<file path="src/rtl/param_voting_machine.sv">
// Parametrised ballot controller: password-gated polls with brute-force lockout,
// per-voter single ballot, saturating tallies and a sequential winner scan.
module param_voting_machine #(
  parameter int unsigned            NUM_CAND      = 4,
  parameter int unsigned            VOTER_ID_W    = 6,
  parameter int unsigned            COUNT_W       = 10,
  parameter int unsigned            PASSWORD_W    = 8,
  parameter logic [PASSWORD_W-1:0]  PASSWORD      = 8'hA5,
  parameter int unsigned            MAX_AUTH_FAIL = 3,
  localparam int unsigned           SEL_W         = (NUM_CAND > 1) ? $clog2(NUM_CAND) : 1
) (
  input  logic                         clk,
  input  logic                         reset,
  input  logic [PASSWORD_W-1:0]        admin_password,
  input  logic                         enable_admin,
  input  logic                         result_mode,
  input  logic [VOTER_ID_W-1:0]        voter_id,
  input  logic                         vote_valid,
  input  logic [SEL_W-1:0]             vote_sel,
  output logic [NUM_CAND*COUNT_W-1:0]  count_flat,
  output logic [VOTER_ID_W:0]          total_votes,
  output logic [SEL_W-1:0]             winner,
  output logic                         tie_flag,
  output logic                         result_valid,
  output logic                         voting_enabled,
  output logic                         busy,
  output logic                         lockout,
  output logic                         vote_reject,
  output logic [1:0]                   reject_code
);

  localparam int unsigned NUM_VOTERS = 2 ** VOTER_ID_W;
  localparam int unsigned FAIL_W     = 4;

  typedef enum logic [2:0] {
    S_AUTH, S_IDLE, S_VOTE, S_LOCK, S_SCAN, S_RESULT, S_LOCKOUT
  } state_t;

  state_t                  r_state;
  logic [COUNT_W-1:0]      r_count [NUM_CAND];
  logic [NUM_VOTERS-1:0]   r_voted;
  logic [VOTER_ID_W:0]     r_total;
  logic [FAIL_W-1:0]       r_fail;
  logic [SEL_W-1:0]        r_sel;
  logic [VOTER_ID_W-1:0]   r_id;
  logic [SEL_W-1:0]        r_scan_idx;
  logic [COUNT_W-1:0]      r_max;
  logic [SEL_W-1:0]        r_winner;
  logic                    r_tie;
  logic                    r_result_valid;
  logic                    r_voting_enabled;
  logic                    r_busy;
  logic                    r_lockout;
  logic                    r_vote_reject;
  logic [1:0]              r_reject_code;

  logic                    w_sel_bad;
  logic [COUNT_W-1:0]      w_scan_cnt;

  assign w_sel_bad  = {1'b0, vote_sel} >= (SEL_W+1)'(NUM_CAND);
  assign w_scan_cnt = r_count[r_scan_idx];

  always_ff @(posedge clk) begin
    if (reset) begin
      r_state          <= S_AUTH;
      for (int i = 0; i < NUM_CAND; i++) r_count[i] <= '0;
      r_voted          <= '0;
      r_total          <= '0;
      r_fail           <= '0;
      r_sel            <= '0;
      r_id             <= '0;
      r_scan_idx       <= '0;
      r_max            <= '0;
      r_winner         <= '0;
      r_tie            <= 1'b0;
      r_result_valid   <= 1'b0;
      r_voting_enabled <= 1'b0;
      r_busy           <= 1'b0;
      r_lockout        <= 1'b0;
      r_vote_reject    <= 1'b0;
      r_reject_code    <= 2'b00;
    end else begin
      r_vote_reject <= 1'b0;
      case (r_state)
        S_AUTH: begin
          if (enable_admin) begin
            if (admin_password == PASSWORD) begin
              r_state          <= S_IDLE;
              r_voting_enabled <= 1'b1;
              r_fail           <= '0;
            end else begin
              r_fail <= r_fail + FAIL_W'(1);
              if (r_fail + FAIL_W'(1) == FAIL_W'(MAX_AUTH_FAIL)) begin
                r_state   <= S_LOCKOUT;
                r_lockout <= 1'b1;
              end
            end
          end
        end
        S_IDLE: begin
          if (result_mode) begin
            r_state          <= S_SCAN;
            r_voting_enabled <= 1'b0;
            r_busy           <= 1'b1;
            r_scan_idx       <= '0;
          end else if (vote_valid) begin
            r_busy <= 1'b1;
            // Rejection precedence: duplicate voter, bad index, saturated tally.
            if (r_voted[voter_id]) begin
              r_state       <= S_LOCK;
              r_vote_reject <= 1'b1;
              r_reject_code <= 2'b01;
            end else if (w_sel_bad) begin
              r_state       <= S_LOCK;
              r_vote_reject <= 1'b1;
              r_reject_code <= 2'b10;
            end else if (r_count[vote_sel] == '1) begin
              r_state       <= S_LOCK;
              r_vote_reject <= 1'b1;
              r_reject_code <= 2'b11;
            end else begin
              r_state <= S_VOTE;
              r_sel   <= vote_sel;
              r_id    <= voter_id;
            end
          end
        end
        S_VOTE: begin
          r_count[r_sel] <= r_count[r_sel] + COUNT_W'(1);
          r_total        <= r_total + (VOTER_ID_W+1)'(1);
          r_voted[r_id]  <= 1'b1;
          r_state        <= S_LOCK;
        end
        S_LOCK: begin
          if (!vote_valid) begin
            r_state <= S_IDLE;
            r_busy  <= 1'b0;
          end
        end
        S_SCAN: begin
          // Running max; ties keep the lower index.
          if (r_scan_idx == '0) begin
            r_max    <= w_scan_cnt;
            r_winner <= '0;
            r_tie    <= 1'b0;
          end else if (w_scan_cnt > r_max) begin
            r_max    <= w_scan_cnt;
            r_winner <= r_scan_idx;
            r_tie    <= 1'b0;
          end else if (w_scan_cnt == r_max) begin
            r_tie <= 1'b1;
          end
          if (r_scan_idx == SEL_W'(NUM_CAND - 1)) begin
            r_state        <= S_RESULT;
            r_result_valid <= 1'b1;
            r_busy         <= 1'b0;
          end else begin
            r_scan_idx <= r_scan_idx + SEL_W'(1);
          end
        end
        S_RESULT:  r_state <= S_RESULT;
        S_LOCKOUT: r_state <= S_LOCKOUT;
        default:   r_state <= S_AUTH;
      endcase
    end
  end

  for (genvar g = 0; g < NUM_CAND; g++) begin : g_flat
    assign count_flat[g*COUNT_W +: COUNT_W] = r_count[g];
  end

  assign total_votes    = r_total;
  assign winner         = r_winner;
  assign tie_flag       = r_tie;
  assign result_valid   = r_result_valid;
  assign voting_enabled = r_voting_enabled;
  assign busy           = r_busy;
  assign lockout        = r_lockout;
  assign vote_reject    = r_vote_reject;
  assign reject_code    = r_reject_code;

endmodule
</file>
<file path="config.mk">
export PLATFORM = sky130hd
export DESIGN_NAME = param_voting_machine
export DESIGN_NICKNAME = d
export VERILOG_FILES = /design/src/rtl/param_voting_machine.sv
export SDC_FILE = /design/constraint.sdc
export NUM_CORES = 1
export LEC_CHECK = 0
export ABC_AREA = 1
export BUFFER_PORTS_ARGS = -buffer_cell sky130_fd_sc_hd__buf_4
export CAP_MARGIN = 10
export CORE_UTILIZATION = 50
export DETAILED_ROUTE_END_ITERATION = 12
export PLACE_DENSITY = 0.69
export SLEW_MARGIN = 20
export SYNTH_ARGS = -nofsm -noshare
export SYNTH_HDL_FRONTEND = slang
export SYNTH_SLANG_ARGS = --single-unit
</file>
<file path="constraint.sdc">
create_clock -name clk -period 2.9 [get_ports clk]
set_input_delay 0.58 -clock clk [delete_from_list [all_inputs] [get_ports clk]]
set_output_delay 0.58 -clock clk [all_outputs]
set_load 0.005 [all_outputs]
</file>
==> summary.txt, run 1 <==
Logic synthesis
  • FF+latch count, synth: 152
  • Xor and xnor area share after synthesis: 0.470%
  • Yosys top cell by area: dfxtp_1
  • Ys Warns: 0
  • Dominant cells by area after synthesis: dfxtp_1, edfxtp_1, nor2_1
  • Synth Area in Compound Gates: 12.9%
  • Net Count, Synth: 1,007
  • Cell area after synthesis: 0.00745 mm^2
  • Commonest register cell after synthesis: dfxtp_1
  • Synth Area in Adders: 3.19%
  • Largest family of logic cells by synthesized area: simple AND/OR/NAND/NOR gates
  • EDFF count, synth: 40
  • Seq/Total Area, Yosys: 46.2%
  • Synth Area in Simple Gates: 29.8%
  • Post-Syn Area per Cell: 7.70 um^2
  • Synth unique cells: 50
  • Asr flop ratio synth: 0%
  • Mux share of post-synthesis cell area: 0%
  • Post-Syn Instances: 967
  • Yosys top cell area share: 30.1%

Flow run
  • Max-cap violations: 0

Timing
  • Period minus WS final: 2.75 ns
  • Post-Route Setup TNS: 0 ns
  • Worst-Margin Slew: 1.01 ns
  • Slew headroom: 32.2%
  • Peak Freq: 0.363 GHz
  • Skew final: 0.00732 ns
  • Setup ws final: 0.146 ns
  • Period utilization: 95.0%
  • Endpoints failing hold: 0
  • Worst hold margin: 0.424 ns
  • Fin. max-slew vios: 0
  • Final setup violation count: 0
  • RSZ-0062 raised after global routing: false

Clock tree
  • CTS tree: built
  • Clk_lat worst skew: 0.43 ns
  • CTS hold repair buffers: 0
  • Post-CTS setup buffers: 0
  • Max clock buf depth: 2
  • CTS sink count: 152
  • H-tree depth: 4
  • Worst-path clk slew: 0.06 ns
  • Clk root buf: clkbuf_16
  • TritonCTS Buffers: 17

Global route
  • GRT Residual Overflow: 0
  • First-pass GRT wire length: 32,000 um
  • Tot GR Track Use: 27.9%
  • Pin count of the biggest net entering global routing: 95
  • Initial antenna violation count: 0
  • Vias in the first global route: 5,980

Hold path
  • Hold Path Stages: 3
  • Worst Hold End: r_id[4]
  • Min-Delay Startpoint: voter_id[4]
  • Hold Path Class: primary input to register

Final layout
  • Most frequent cells in the layout: nor2_1, nand2_1, dfxtp_1
  • Util after Layout: 61.0%
  • Antenna diode count: 0
  • Final Net Count: 1,092
  • Finished Cell Area: 0.00887 mm^2
  • Commonest non-fill, non-tap cell in the layout: nor2_1
  • Share of cells above drive strength 1: 17.8%
  • P&R area growth vs syn: 19.1%
  • Fill cells: 1,346

Floorplan
  • Die span in x: 124 um
  • I/O pin cnt: 78
  • Die area: 0.0154 mm^2
  • CORE AREA: 0.0145 mm^2
  • Die Span Y: 124 um
  • Starting density of the core: 51.2%
  • Rows: 44

Pwr
  • Lkg Pwr: 0.00366 uW
  • Worst vdd ir: 0.416 mV
  • Cell Pwr Density: 750 mW/mm^2

Setup path
  • Setup CP Type: register to register
  • R2R Path End: r_count[1][8]
  • Worst R2R Path Depth: 13
  • Critical Path AT: 2.93 ns
  • Crit Path Max Fanout: 15
  • CP Data Required Time: 3.07 ns
  • R2r setup slk: 0.15 ns
  • Startpoint Class: register
  • Crit end category: register

Detailed routing
  • Wire per inst: 16.6 um
  • DRC: 0
  • Drt first pass iters: 5
  • Antenna Nets Post-Route: 0
  • WL final: 20,700 um
  • Vias: 6,937
  • Initial DRC count: 623
  • Vias/cell: 5.56

Place
  • Placer Congestion: 0.998
  • Place WS: 0.179 ns
  • Port Buffer Count: 77
  • Placed cell area: 0.00823 mm^2
  • Dpl hpwl: 14,200 um

Outcome
  • Status: finished, final reports clean
-- report_power, final --
| group | internal (uW) | switching (uW) |
|---|---|---|
| Clock | 1420 | 891 |
| Sequential | 2340 | 159 |
| Combinational | 670 | 1160 |
-- cells in the mapped netlist (17+ instances only) --
library cell    n
a21oi_1        98
clkbuf_1       17
dfxtp_1       112
edfxtp_1       40
ha_1           19
inv_1          72
nand2_1       170
nand3_1        71
nor2_1        177
nor3_1         23
o21ai_0        37
-- layout make-up --
type	instances	area, um^2	area share [%]
clock inverters	11	144	1.62
multi-input cells	690	3460	39.0
repair buffers	104	785	8.84
repair inverters	2	15.0	0.169
clock buffers	20	468	5.27
inverters	85	327	3.68
flip-flops and latches	152	3440	38.8
well taps	184	230	2.59
-- registers in the layout (all words and copies together) (netlist names), named ones only --
signal	cells
r_sel	2
total_votes	7
r_max	10
r_count	40
tie_flag	1
r_id	6
reject_code	2
result_valid	1
r_voted	64
r_scan_idx	2
voting_enabled	1
vote_reject	1
r_state	3
lockout	1
winner	2
busy	1
r_fail	4
-- timing repair --
action	4_1_cts	5_1_grt
hold endpoints to repair	0	0
resized for setup	0	6
endpoints found under the setup margin	0	9
-- how the worst max path moves through the flow --
stage                          endpoint  slack [ns]  cells past startpoint
after CTS                      r_max[1]        0.14                     15
final                     r_count[1][8]        0.15                     13
after global placement         r_max[3]        0.24                     14
after detailed placement       r_max[5]        0.18                     14
after global routing      r_count[1][8]       0.003                     13
after floorplan                r_max[3]        0.59                     15
-- worst max-delay path, cell delays in order (launching register included) --
cell and delay, ns:
dfxtp_1 0.65, clkinv_2 0.36, o21ai_1 0.29, o22ai_4 0.15, ha_1 0.20, inv_1 0.08
nor2_2 0.06, inv_2 0.08, nor3_4 0.05, nand2_2 0.07, nor2_2 0.05, nand2_1 0.07
xor2_1 0.32, nor2_1 0.08
-- logic make-up (layout without fill, tap and decap cells) --
group                      count (synthesis)  after routing
adders and majority gates                 19             19
and+or+nand+nor                          494            494
buffers and inverters                    125            222
DFF                                      152            152
xor gates and xnor gates                   4              4
AOI/OAI and AO/OA                        173            173
-- metal layers --
metal	wire length, um	vias to the layer above	track usage [%]
li1	-	3395	-
met1	9250	3192	39.6
met2	9040	310	40.4
met3	1950	40	7.97
met4	420	0	9.52
met5	0	-	0
-- stage by stage --
stage,std cells,total power [uW]
after floorplan,967,3830
after global placement,1215,4290
after detailed placement,1215,4320
after CTS,1246,6620
after global routing,1248,7030
final,1248,6650
(Power assumes the default switching activity.)
==> inputs of run 2 (changes only) <==
Settings changed: ABC_AREA 1 to 0, PLACE_DENSITY 0.69 to 0.7.
==> run 2 against run 1 <==
  * Clock power up 5%
  * Final cell count down 18%
  * Sequential power down 6%
  * Register-to-register slack better by 0.06 ns
  * Synthesized cell count down 23%
  * Sequential share of layout area up 0.65 points
  * Synthesized area down 3.6%
  * First-iteration DRC count up 23%
  * Largest cell class is now flip-flops and latches
  * Largest power group is now the clock network
==> summary.txt, run 2 <==
Logic synthesis
  • Cell area after synthesis: 0.00718 mm^2 (-3.6%)
  • Net Count, Synth: 783 (-22%)
  • Synth unique cells: 54 (+8.0%)
  • FF+latch count, synth: 152 (unchanged)
  • Yosys top cell by area: dfxtp_1
  • Asr flop ratio synth: 0% (unchanged)
  • Ys Warns: 0 (unchanged)
  • Yosys top cell area share: 31.2% (+1.1 points)
  • Seq/Total Area, Yosys: 48.0% (+1.7 points)
  • Commonest register cell after synthesis: dfxtp_1
  • Post-Syn Instances: 743 (-23%)
  • Post-Syn Area per Cell: 9.66 um^2 (+25%)
  • Leading cell type by number of instances after synthesis: nor2_1
  • Most common library cells after synthesis: nor2_1, dfxtp_1, a21oi_1
  • Dominant cells by area after synthesis: dfxtp_1, edfxtp_1, mux4_2
  • EDFF count, synth: 40 (unchanged)

Timing
  • Peak Freq: 0.371 GHz (+2.1%)
  • Fin. max-slew vios: 0 (unchanged)
  • Post-Route Setup TNS: 0 ns (unchanged)
  • RSZ-0062 raised after global routing: false
  • Period minus WS final: 2.70 ns (-0.0575 ns)
  • Final setup violation count: 0 (unchanged)
  • Endpoints failing hold: 0 (unchanged)
  • Worst hold margin: 0.417 ns (-0.00733 ns)
  • Period utilization: 93.0% (-2.0 points)
  • Skew final: 0.0110 ns (+0.00371 ns)
  • Worst-Margin Slew: 0.916 ns (-0.0927 ns)
  • Slew headroom: 38.9% (+6.7 points)

Place
  • Cell Count Post-Placement: 992 (-18%)
  • Dpl hpwl: 13,500 um (-4.4%)
  • Placed cell area: 0.00807 mm^2 (-1.9%)
  • Port Buffer Count: 77 (unchanged)
  • Placer Congestion: 0.908 (-9.1%)

Floorplan
  • Die Span Y: 122 um (-1.8%)
  • Rows: 43 (-2.3%)
  • Die area: 0.0148 mm^2 (-3.5%)
  • I/O pin cnt: 78 (unchanged)
  • Die span in x: 122 um (-1.8%)
  • Starting density of the core: 51.5% (+0.29 points)
  • CORE AREA: 0.0139 mm^2 (-4.1%)

Hold path
  • Hold Path Stages: 2 (-1)
  • Hold Path Class: primary input to register

Final layout
  • Non-filler instance count after layout: 1,024 (-18%)
  • Final Net Count: 871 (-20%)
  • Register with the most flip-flops: r_voted
  • P&R area growth vs syn: 21.5%
  • Commonest non-fill, non-tap cell in the layout: nor2_1
  • Most frequent cells in the layout: nor2_1, buf_4, dfxtp_1
  • Finished Cell Area: 0.00873 mm^2 (-1.6%)
  • Antenna diode count: 0 (unchanged)
  • Largest registers: r_voted (64), r_count (40), r_max (10)
  • Share of cells above drive strength 1: 22.0% (+4.3 points)
  • Largest register FFs: 64 (unchanged)

Clock tree
  • Post-CTS setup buffers: 0 (unchanged)
  • PostCTS Resize Cnt: 0 (unchanged)
  • H-tree depth: 4 (unchanged)
  • Max clock buf depth: 2 (unchanged)
  • CTS sink count: 152 (unchanged)
  • Worst-path clk slew: 0.06 ns (about the same)
  • TritonCTS Buffers: 17 (unchanged)
  • CTS hold repair buffers: 0 (unchanged)
  • CTS tree: built
  • Clk root buf: clkbuf_16
  • Clk_lat worst skew: 0.43 ns (about the same)

Detailed routing
  • WL final: 18,900 um (-8.4%)
  • Initial DRC count: 767 (+23%)
  • Wire per inst: 18.5 um (+12%)
  • Vias: 6,004 (-13%)
  • Drt first pass iters: 5 (unchanged)
  • DRC: 0 (unchanged)
  • Antenna Nets Post-Route: 0 (unchanged)
  • Vias/cell: 5.86 (+5.5%)

Setup path
  • Worst R2R Path Depth: 10 (-3)
  • Startpoint Class: register
  • Slowest CP cell: mux4_2
  • Critical Path AT: 3.04 ns (+0.11 ns)
  • Critical Path Max Stage Delay: 0.54 ns (-0.11 ns)
  • Cell breakdown of the critical path: mux4_2 > ha_1 > a21o_1 > a21o_1 > a21oi_1 > o211ai_1 > a21oi_2 > buf_4 > o21ai_0 > a21oi_1
  • Crit Path Max Fanout: 9 (-6)
  • Crit end category: register
  • CP delay by family, top: compound AO/OA/AOI/OAI gates
  • Setup CP Type: register to register
  • CP Data Required Time: 3.24 ns (+0.17 ns)
  • Worst Path Buf+Inv: 1 (-2)
  • Crit path depth: 10 (-3)

Pwr
  • Cell Pwr Density: 643 mW/mm^2 (-14%)
  • Power consumption: 5610 uW (-16%)
  • Worst vdd ir: 0.444 mV (+6.7%)
  • Lkg Pwr: 0.00342 uW (-6.8%)

Outcome
  • Status: finished, final reports clean

Global route
  • Pin count of the biggest net entering global routing: 92 (-3.2%)
  • Tot GR Track Use: 26.5% (-1.4 points)
  • GRT Residual Overflow: 0 (unchanged)
  • Vias in the first global route: 5,696 (-4.7%)
  • Initial antenna violation count: 0 (unchanged)
  • First-pass GRT wire length: 29,700 um (-7.4%)

Flow run
  • Max-cap violations: 0 (unchanged)
[run 2: cell types whose count changed after synthesis, moves of 22 or more]
| cell | before | now |
|---|---|---|
| nand2_1 | 170 | 45 |
| inv_1 | 72 | 26 |
| nand3_1 | 71 | 25 |
| nor2_1 | 177 | 134 |
| mux4_2 | 0 | 30 |
| mux2i_1 | 0 | 22 |
[run 2: power by group]
part | switching [uW] | internal, uW | leakage (uW)
Sequential | 84.1 | 2260 | 0.00132
Combinational | 483 | 370 | 0.00178
Clock | 861 | 1560 | 0.000315
Total | 1430 | 4180 | 0.00342
[run 2: worst paths after layout]
check               end     startpoint  slack, ns
max            r_max[9]  r_count[2][3]       0.20
min            r_max[3]          reset       0.42
max reg2reg    r_max[9]  r_count[2][3]       0.20
min reg2reg  r_voted[4]     r_voted[4]       0.47
[run 2: cell type report]
type | instances | area (um^2)
Fill cell | 1160 | 5210
Sequential cell | 152 | 3440
Multi-Input combinational cell | 517 | 3430
Timing Repair Buffer | 117 | 882
Clock buffer | 21 | 452
Tap cell | 180 | 225
Clock inverter | 11 | 193
Inverter | 26 | 97.6
[run 2: metrics by stage]
| step | setup slack [ns] | utilization (%) |
|---|---|---|
| after floorplan | 0.147 | - |
| after global placement | 0.195 | 57.9 |
| after detailed placement | 0.0996 | 57.9 |
| final | 0.203 | 62.6 |
| after global routing | 0.00343 | 62.6 |
| after CTS | 0.0820 | 62.6 |
[run 2: kinds of logic (layout without fill, tap and decap cells)]
| kind of cell | Yosys count | count (layout) | share of synthesized area, % |
|---|---|---|---|
| xor+xnor | 14 | 14 | 1.71 |
| compound gates | 154 | 154 | 12.2 |
| buf+inv | 74 | 175 | 4.29 |
| fa+ha+maj | 19 | 19 | 3.31 |
| flops | 152 | 152 | 48.0 |
| mux | 53 | 53 | 12.6 |
| simple gates | 277 | 277 | 17.9 |
[run 2: metal layers]
layer  vias up  routed length, um  global-route usage, %
met2       274               8830                   41.5
met5         -                  0                      0
met3        33               1750                   8.15
li1       2833                  -                      -
met4         0                358                   10.6
met1      2864               8000                   34.2
